<file path="src/rtl/shot_seq_multiplier_if.sv">
// Start/shot control bundle between the push-button control FSM and the multiplier.
// The control side drives start and the operands; the multiplier returns status and result.
interface shot_seq_multiplier_if #(
  parameter int WIDTH = 8
);
  logic                 start;
  logic [WIDTH-1:0]     multiplicand;
  logic [WIDTH-1:0]     multiplier;
  logic                 ready;
  logic                 busy;
  logic                 done;
  logic [2*WIDTH-1:0]   product;

  modport master (
    output start,
    output multiplicand,
    output multiplier,
    input  ready,
    input  busy,
    input  done,
    input  product
  );

  modport slave (
    input  start,
    input  multiplicand,
    input  multiplier,
    output ready,
    output busy,
    output done,
    output product
  );
endinterface

</file>
<file path="src/rtl/shot_seq_multiplier.sv">
// Shift-add unsigned multiplier started by the rising edge of the level Shot signal.
// One WIDTH-cycle multiplication per accepted edge; result held until the next completion.
module shot_seq_multiplier #(
  parameter int WIDTH = 8
) (
  input  logic                  clk,
  input  logic                  reset,
  shot_seq_multiplier_if.slave  bus,
  output logic [1:0]            dbg_state
);

  localparam int CW = $clog2(WIDTH) + 1;
  localparam logic [CW-1:0] LAST = CW'(WIDTH - 1);

  // Handshake: a request is a 0->1 transition of start. It is accepted only while
  // ready=1 (IDLE); edges seen while busy or done are dropped, never queued.
  // done is a one-cycle pulse, and product is valid from that cycle until the next done.

  typedef enum logic [1:0] {
    IDLE = 2'd0,
    RUN  = 2'd1,
    DONE = 2'd2
  } state_t;

  state_t               state_q;
  state_t               state_d;

  logic                 start_q;
  logic                 req;
  logic [2*WIDTH-1:0]   mcand;
  logic [WIDTH-1:0]     mplr;
  logic [2*WIDTH-1:0]   acc;
  logic [2*WIDTH-1:0]   acc_next;
  logic [CW-1:0]        count;
  logic [2*WIDTH-1:0]   product_q;
  logic                 last_step;

  logic                 ready_o;
  logic                 busy_o;
  logic                 done_o;

  // start_q resets high so a Shot already asserted at reset release is not a request.
  assign req       = bus.start & ~start_q;
  assign last_step = (count == LAST);
  assign acc_next  = mplr[0] ? (acc + mcand) : acc;

  always_ff @(posedge clk or posedge reset) begin
    if (reset) begin
      state_q <= IDLE;
    end else begin
      state_q <= state_d;
    end
  end

  always_comb begin
    state_d = IDLE;
    ready_o = 1'b0;
    busy_o  = 1'b0;
    done_o  = 1'b0;
    case (state_q)
      IDLE: begin
        ready_o = 1'b1;
        state_d = req ? RUN : IDLE;
      end
      RUN: begin
        busy_o  = 1'b1;
        state_d = last_step ? DONE : RUN;
      end
      DONE: begin
        done_o  = 1'b1;
        state_d = IDLE;
      end
      default: begin
        ready_o = 1'b1;
        state_d = IDLE;
      end
    endcase
  end

  always_ff @(posedge clk or posedge reset) begin
    if (reset) begin
      start_q   <= 1'b1;
      mcand     <= '0;
      mplr      <= '0;
      acc       <= '0;
      count     <= '0;
      product_q <= '0;
    end else begin
      start_q <= bus.start;
      case (state_q)
        IDLE: begin
          if (req) begin
            mcand <= {{WIDTH{1'b0}}, bus.multiplicand};
            mplr  <= bus.multiplier;
            acc   <= '0;
            count <= '0;
          end
        end
        RUN: begin
          acc   <= acc_next;
          mcand <= mcand << 1;
          mplr  <= mplr >> 1;
          count <= count + CW'(1);
          if (last_step) begin
            product_q <= acc_next;
          end
        end
        default: begin
        end
      endcase
    end
  end

  assign bus.ready   = ready_o;
  assign bus.busy    = busy_o;
  assign bus.done    = done_o;
  assign bus.product = product_q;
  assign dbg_state   = state_q;

endmodule
</file>
<file path="src/flat_wrapper.sv">
// flat-port wrapper written by rule: the top's interface ports become plain ports
module shot_seq_multiplier_flat 
#(
  parameter int WIDTH = 8
)
  (clk, reset, dbg_state, bus_start, bus_multiplicand, bus_multiplier, bus_ready, bus_busy, bus_done, bus_product);
  shot_seq_multiplier_if #(.WIDTH(WIDTH)) bus_i ();
  input  logic clk;
  input  logic reset;
  output logic [1:0] dbg_state;
  input wire logic [$bits(bus_i.start)-1:0] bus_start;
  input wire logic [$bits(bus_i.multiplicand)-1:0] bus_multiplicand;
  input wire logic [$bits(bus_i.multiplier)-1:0] bus_multiplier;
  output wire logic [$bits(bus_i.ready)-1:0] bus_ready;
  output wire logic [$bits(bus_i.busy)-1:0] bus_busy;
  output wire logic [$bits(bus_i.done)-1:0] bus_done;
  output wire logic [$bits(bus_i.product)-1:0] bus_product;
  assign bus_i.start = bus_start;
  assign bus_i.multiplicand = bus_multiplicand;
  assign bus_i.multiplier = bus_multiplier;
  assign bus_ready = bus_i.ready;
  assign bus_busy = bus_i.busy;
  assign bus_done = bus_i.done;
  assign bus_product = bus_i.product;
  shot_seq_multiplier #(.WIDTH(WIDTH)) u_core (.clk(clk), .reset(reset), .bus(bus_i), .dbg_state(dbg_state));
endmodule
</file>
<file path="config.mk">
export PLATFORM = sky130hd
export DESIGN_NAME = shot_seq_multiplier_flat
export DESIGN_NICKNAME = d
export VERILOG_FILES = /design/src/rtl/shot_seq_multiplier_if.sv /design/src/rtl/shot_seq_multiplier.sv /design/src/flat_wrapper.sv
export SDC_FILE = /design/constraint.sdc
export NUM_CORES = 1
export LEC_CHECK = 0
export ABC_CLOCK_PERIOD_IN_PS = 3880
export CORE_MARGIN = 5
export CORE_UTILIZATION = 49
export DETAILED_ROUTE_END_ITERATION = 7
export GPL_ROUTABILITY_DRIVEN = 0
export PLACE_DENSITY = 0.71
export SLEW_MARGIN = 20
export SYNTH_ARGS = -nofsm -noshare
export SYNTH_HDL_FRONTEND = slang
export SYNTH_SLANG_ARGS = --single-unit
</file>
<file path="constraint.sdc">
create_clock -name clk -period 3.88 [get_ports clk]
set_input_delay 0.776 -clock clk [delete_from_list [all_inputs] [get_ports clk]]
set_output_delay 0.776 -clock clk [all_outputs]
set_load 0.005 [all_outputs]
</file>
; ---- Word-level counts from Yosys, hierarchy flattened
; Index checks and enable logic that the tools add are counted.
; W data, S select, Z words.
[word_totals]
word_cells = 35
inputBits = 19
reg_bits = 63
out_inout_bits = 21
[classes]
mux = 15
add_sub_neg = 2
bitwise_logic = 2
n_reduce_logical = 5
n_eq_ne = 4
[op_table]
columns = cell, count
row1 = $pmux W16 S2, 2
row2 = $mux W16, 3
row3 = $add A16 B16 Y16, 1
row4 = $pmux W8 S2, 1
row5 = $mux W8, 1
row6 = $pmux W4 S2, 1
row7 = $add A4 B1 Y4 const B, 1
row8 = $eq A4 B3 Y1 const B, 1
row9 = $mux W1, 4
row10 = $mux W4, 1
row11 = $pmux W2 S2, 1
row12 = $reduce_and A2 Y1, 2
row13 = $eq A2 B1 Y1 const B, 1
row14 = $eq A2 B2 Y1 const B, 1
row15 = $logic_not A2 Y1, 1
row16 = $mux W2, 1
row17 = $ne A2 B1 Y1 const B, 1
row18 = $reduce_bool A2 Y1, 1
row19 = $reduce_or A2 Y1, 1
row20 = $and A1 B1 Y1, 1
row21 = $not A1 Y1, 1

; ---- Longest topological paths before layout
; Gate-level depths: netlist (run 1).
[logic_depth]
ltp_word = 4
mapped_depth = 9
mapped_depth_nobuf = 9

; ---- Least setup slack after synthesis (run 1)
; Ideal clock, no wire load.
[synth_path]
kind = flip-flop to flip-flop
from = register u_core.acc[0]
to = register u_core.acc[14]
t_required_ns = 3.759
arrival_ns = 2.138
setup_ns = 0.121
path_slack_ns = 1.621
stages_incl_launch_ff = 10
n_path_buf = 0
period_less_slack_ns = 2.259
cell_sequence = dfrtp_1 -> ha_1 -> fa_1 -> a21oi_1 -> o21ai_0 -> a21oi_2 -> o21ai_2 -> a221oi_4 -> xnor2_1 -> a22o_1
[synth_between]
elab_chain_len = 3
[synth_lines]
columns = item, line_no
row1 = "start, declared", shot_seq_multiplier.sv:32  ; logic [2*WIDTH-1:0] acc;
row2 = "start signal, assigned", shot_seq_multiplier.sv:100  ; acc <= acc_next;
row3 = $add A16 B16 Y16, shot_seq_multiplier.sv:45  ; assign acc_next = mplr[0] ? (acc + mcand) : acc;
row4 = $mux W16, shot_seq_multiplier.sv:45
row5 = $pmux W16 S2, shot_seq_multiplier.sv:90  ; case (state_q)
; No other way between the ends.
; A chain may end at the register's enable or synchronous reset.

; ---- Worst setup path after layout (run 1)
[layout_path]
from = register u_core.state_q[1] (netlist: u_core.dbg_state[1])
to = output port bus_busy
[layout_between]
elab_chain_len = 2
[layout_lines]
columns = item, line_no
row1 = "start, declared", shot_seq_multiplier.sv:25  ; state_t state_q;
row2 = "start signal, assigned", shot_seq_multiplier.sv:51  ; state_q <= state_d;
row3 = $eq A2 B1 Y1, shot_seq_multiplier.sv:60  ; case (state_q)
row4 = $mux W1, shot_seq_multiplier.sv:60
row5 = "end, declared", flat_wrapper.sv:15  ; output wire logic [$bits(bus_i.busy)-1:0] bus_busy;
; No other way between the ends.

==> results of run 1 <==
==> state kept, by name (all words and copies together), names as in the netlist <==
name                cells
u_core.bus.product     16
u_core.mcand           16
u_core.mplr             8
u_core.acc             16
u_core.start_q          1
u_core.dbg_state        2
u_core.count            4
==> how the worst max path moves through the flow <==
stage                                       to  slack (ns)  cells after the start
detailed placement   u_core.acc[8]$_DFFE_PP0P_        1.24                      6
floorplan            u_core.acc[0]$_DFFE_PP0P_        1.54                      1
finish                                bus_busy        1.25                      3
global placement    u_core.acc[13]$_DFFE_PP0P_        1.28                      6
global route                          bus_busy        1.17                      3
CTS                                   bus_busy        1.24                      3
==> worst min-delay path, delay by kind of cell, from the launching register on <==
family | cells | cell delay (ns)
compound gates | 1 | 0.06
simple gates | 1 | 0.04
flops | 1 | 0.34
==> through the flow <==
| stage | power, uW | hold WS, ns | worst slack, ns | utilization, % |
|---|---|---|---|---|
| after floorplan | 2190 | 0.450 | 1.54 | - |
| after global placement | 2640 | 0.461 | 1.28 | 57.8 |
| after detailed placement | 2690 | 0.470 | 1.24 | 57.8 |
| after CTS | 3270 | 0.484 | 1.24 | 60.7 |
| after global routing | 3540 | 0.511 | 1.17 | 60.7 |
| final | 3250 | 0.475 | 1.25 | 60.7 |
==> cell usage in the layout (no fill, tap or decap), drive strengths merged, types with 2 or more instances in the layout <==
cell	count
a21o	7
a21oi	21
a22o	9
a31oi	7
and3	3
and4	2
buf	6
clkbuf	12
clkdlybuf4s50	39
dfrtp	62
ha	19
inv	11
mux2i	27
nand2	73
nand2b	2
nand3	13
nand3b	2
nor2	4
nor2b	4
nor3b	4
o21a	2
o21ai	48
o21bai	2
o22ai	2
or3	2
xnor2	9
xor2	4
==> per-layer routing <==
metal  global-route usage [%]  vias up  part of all wire (%)
met2                     28.6       59                    45
met1                     25.4     1273                    50
met5                        0        -                     0
met4                     6.74        0                   1.2
li1                         -     1361                     -
met3                     4.25        8                   4.2
==> kinds of logic (layout without fill, tap and decap cells) <==
kind of cell	Yosys count	after routing	share of synthesized area [%]
simple gates	110	110	14.2
compound gates	103	103	18.5
flops	63	63	45.6
buf+inv	29	71	3.22
mux	27	27	7.81
fa+ha+maj	20	20	7.44
xor+xnor	13	13	3.29
==> power breakdown <==
part           leakage (uW)  internal (uW)  total, uW  switching [uW]
clock network     0.0000985            327        573             246
registers          0.000818            914       1130             212
logic               0.00110            691       1550             860
total               0.00202           1930       3250            1320
==> final cells by class <==
cell class                 count  area (sq um)
inverter                      11          41.3
tap                           96           120
multi-input combinational    273          1770
clock inverter                 3          42.5
timing repair buffer          45           435
sequential                    63          1580
fill                         620          2690
clock buffer                  12           155
==> out/metrics.cfg, run 1 <==
[min_path]
min_path_cells=2
worstHoldEndpoint=u_core.bus.product[7]$_DFFE_PP0P_
worstHoldPathType=flip-flop to flip-flop
worstHoldStart=u_core.bus.product[7]$_DFFE_PP0P_

[critical_path]
worst_r2r_endpoint=u_core.bus.product[14]$_DFFE_PP0P_
worstPathMaxFanout=12
critical_path.n_buffers_inverters=2
cpMaxStageDelayCell=clkdlybuf4s50_1
ff2ff_setup_slack_ns=1.36
crit_path_cell_trace=inv_1 > ha_1 > clkdlybuf4s50_1
cpLargestDelayFamily=buffers and inverters
crit_path_start=u_core.dbg_state[1]$_DFF_PP0_
logic_depth_of_the_worst_register_to_register_path=9
reg2reg_launch_point=u_core.mcand[0]$_DFFE_PP0P_
worst-endpoint-required_ns=3.10
critical_path_class=flip-flop to output pin
delay_contributed_by_the_slowest_stage_of_the_critical_path_ns=0.59
cp-start-kind=flip-flop
setup.worst_path.end_class=output pin
crit_arrival_ns=1.85

[cts]
clk_transition_reported_paths_ns=0.07
clkLatencyLatePin_ns=0.34
cts.root.buffer_cell=clkbuf_8
cts_tree=built
post_cts_resize_count=0
cts_setup_buffers=0
htreeDepth=3
cts_buffers=9
cts_hold_buffers=0
clkSinkCount=63
max-clock-path-buffers=2

[synthesis]
syn_inst=365
synth_area_leader_cell=dfrtp_1
post_synth_main_area_contributors=dfrtp_1 (45%), nand2_1 (7.9%), mux2i_1 (7.8%)
number_of_warnings_printed_during_yosys_synthesis=0
yosys_most_used_dff=dfrtp_1
synth_cell_type_count=40
synth_top_area_share_pct=44.8
synth.ff_latch_count=63
syn_area_sq_um=3460
net_count_after_synthesis=404
synth.most_common_cell=nand2_1
async_flop_share_pct=100
ys_top_cells_by_count=nand2_1 (73), dfrtp_1 (62), o21ai_0 (42)
synthesis.area_per_instance_sq_um=9.49
synth_sequential_area_ratio_pct=45.6
count_of_flip_flops_with_a_built_in_enable_after_synthesis=0

[layout]
finish.net_count=442
final_layout_size_suffix_gt1_share_pct=7.13
fin_area_sq_um=4150
area_delta_synth_final_pct=19.7
finalNonFillerCells=503
antenna_cells_inserted=0

[drt]
final_wirelength_mm=7.35
route.detailed.drc=0
routed_wire_length_per_instance_um=14.6
routed_via_density=5.37
drt_first_iter_violations=151
detailroute.via_count=2701
detail-route-antenna-nets=0
detailedRoute.firstPassIterationCount=4

[sta]
timing.slew.headroom_pct=57.3
setup-tns-final_ns=0
report.final.hold_viol_count=0
maxSlewViolCount=0
fin_worst_skew_ns=0.0108
final.period_utilization_pct=67.8
tightest_slew_ns=0.636
max_clock_freq_mhz=380
setup_viol_count_final=0
setup_repair_after_global_routing_missed_its_margin=false
finalWorstPathRequiredPeriod_ns=2.63

[power]
ir_drop_v=0.000431
power_density_nw_per_um2=784
leakage_uw=0.00202

[run_status]
run_status=complete, no violations

[die]
ioPinCount=40
core_area_sq_um=6830
dieArea_sq_um=8850
die_width_um=94.1
die_h_um=94.1
initial_core_util_pct=50.7
rows=30

[global_routing]
grt.total_usage_pct=18.5
via_count_of_the_first_global_routing_pass=2715
grt_overflow=0
pin_count_of_the_biggest_net_entering_global_routing=43
antenna_violations_before_repair=0
grt_first_pass_wirelength_mm=12.7

[placed_design]
placed_cells_incl_taps=488
dp_hpwl_mm=5.34
placedInstanceArea_sq_um=3950
port-buffer-count=39

[run]
max_cap_viol_count=0

Note: power is estimated with default switching activity, not from simulation.
==> run 2: changes to the inputs <==
Settings changed: ABC_CLOCK_PERIOD_IN_PS 3880 to 2610.
Clock period 3.88 ns to 2.61 ns, I/O delays scaled along.
==> run 2 against run 1 <==
- sequential power up 46%
- total power up 50%
- clock power up 50%
- combinational power up 54%
- first-iteration DRC count up 16%
- clock skew about the same
- non-clock buffer count up 6
- largest cell class unchanged
==> out/metrics.cfg, run 2 (synthesis results as in run 1) <==
[run_status]
run_status=complete, no violations

[layout]
finish.net_count=448
final_layout_size_suffix_gt1_share_pct=8.70
antenna_cells_inserted=0
most-common-layout-cells=nand2_1 (73), dfrtp_1 (62), o21ai_0 (42), clkdlybuf4s50_1 (39), mux2i_1 (27)
finalNonFillerCells=510
area_delta_synth_final_pct=21.5
mostFrequentLayoutCell=nand2_1
fin_area_sq_um=4210

[die]
initial_core_util_pct=50.7
ioPinCount=40
die_width_um=94.1
rows=30
core_area_sq_um=6830
dieArea_sq_um=8850
die_h_um=94.1

[global_routing]
grt_overflow=0
via_count_of_the_first_global_routing_pass=2675
antenna_violations_before_repair=0
grt_first_pass_wirelength_mm=12.8
global_route.usage.met3_pct=4.73
layer_with_the_highest_usage=met2
grt_util_met1_pct=26.2
grt.total_usage_pct=18.3
pin_count_of_the_biggest_net_entering_global_routing=41
grt.met2_usage_pct=26.8

[sta]
fin_worst_skew_ns=0.0112
maxSlewViolCount=0
setup_repair_after_global_routing_missed_its_margin=false
setup-tns-final_ns=0
timing.slew.headroom_pct=53.8
report.final.hold_viol_count=0
tightest_slew_ns=0.688
setup_viol_count_final=0
final.period_utilization_pct=93.1
max_clock_freq_mhz=412
finalWorstPathRequiredPeriod_ns=2.43
final_critical_path_setup_slack_ns=0.181

[cts]
cts.root.buffer_cell=clkbuf_8
clkSinkCount=63
cts_tree=built
max-clock-path-buffers=2
clk_transition_reported_paths_ns=0.07
htreeDepth=3
cts_setup_buffers=0
post_cts_resize_count=0
cts_hold_buffers=0
clkLatencyLatePin_ns=0.34
cts_buffers=9

[power]
power.share.combinational_pct=48.6
ir_drop_v=0.000699
p_sw_share_pct=40.3
pwr-share-clk_pct=17.5
p_int_uw=2920
power.sequential.fraction_pct=33.8
net-switching-power_uw=1970
power_density_nw_per_um2=1160
leakage_uw=0.00206

[min_path]
worstHoldEndpoint=u_core.bus.product[7]$_DFFE_PP0P_
worstHoldPathType=flip-flop to flip-flop
min_path_cells=2
worstHoldStart=u_core.bus.product[7]$_DFFE_PP0P_

[placed_design]
placed_cells_incl_taps=493
port-buffer-count=39
dp_hpwl_mm=5.30
placedInstanceArea_sq_um=4000
post-place-ws_ns=0.154

[drt]
drt_first_iter_violations=175
final_wirelength_mm=7.26
routed_wire_length_per_instance_um=14.2
routed_via_density=5.35
detailroute.via_count=2729
detail-route-antenna-nets=0
detailedRoute.firstPassIterationCount=4
route.detailed.drc=0

[critical_path]
worst_r2r_endpoint=u_core.bus.product[14]$_DFFE_PP0P_
setup.worst_path.end_class=flip-flop
ff2ff_setup_slack_ns=0.18
reg2reg_launch_point=u_core.acc[0]$_DFFE_PP0P_
worstPathMaxFanout=4
crit_path_start=u_core.acc[0]$_DFFE_PP0P_
logic_depth_of_the_worst_register_to_register_path=9
cp-start-kind=flip-flop
worst-endpoint-required_ns=2.84
critical_path_class=flip-flop to flip-flop
crit_arrival_ns=2.66

[run]
max_cap_viol_count=0

## run 2: cell types whose count changed in the layout (fill, tap and decap cells not counted), sizes merged
cell / change
buf: +6
clkinv: +2
clkinvlp: -1
## run 2: layout make-up
cell class / count / area [sq um]
clock buffer: 12 / 155
clock inverter: 4 / 45.0
fill: 633 / 2630
inverter: 11 / 41.3
multi-input combinational: 273 / 1770
sequential: 63 / 1580
tap: 96 / 120
timing repair buffer: 51 / 493
## run 2: critical path, stage by stage (launching register included)
cell and delay (ns):
dfrtp_1 0.39, ha_1 0.23, fa_1 0.41, a21oi_1 0.19
o21ai_0 0.13, a21oi_2 0.26, o21ai_2 0.13, a221oi_4 0.31
mux2i_1 0.21, nand2_1 0.06
## run 2: how the worst max path moves through the flow
stage / endpoint / depth (start not counted)
6_report: u_core.bus.product[14]$_DFFE_PP0P_ / 9
2_1_floorplan: u_core.acc[14]$_DFFE_PP0P_ / 9
3_3_place_gp: u_core.bus.product[14]$_DFFE_PP0P_ / 9
3_5_place_dp: u_core.bus.product[14]$_DFFE_PP0P_ / 9
4_1_cts: u_core.bus.product[14]$_DFFE_PP0P_ / 9
5_1_grt: u_core.bus.product[14]$_DFFE_PP0P_ / 9
## run 2: stage by stage
stage	utilization, %	power [uW]	hold WS (ns)
floorplan	-	3260	0.450
global placement	58.5	3970	0.461
detailed placement	58.5	4050	0.469
CTS	61.4	4910	0.484
global route	61.6	5330	0.511
finish	61.6	4890	0.475
## run 2: per-layer routing
metal	vias to the layer above	wire length, um
met5	-	0
li1	1377	-
met3	10	303
met2	51	3240
met4	0	80
met1	1291	3630
## run 2: power groups by stage
stage / Sequential [uW] / Clock (uW) / Combinational [uW]
final: 1650 / 857 / 2380
after global routing: 1720 / 931 / 2690
after CTS: 1660 / 872 / 2380
after detailed placement: 1670 / 0 / 2380
after global placement: 1650 / 0 / 2310
after floorplan: 1600 / 0 / 1650
==> run 3: changes to the inputs <==
Settings changed: ABC_CLOCK_PERIOD_IN_PS 2610 to unset, SLEW_MARGIN 20 to unset.
==> results of run 3 <==
No change in the layout: final DEF, timing and power equal those of run 2.
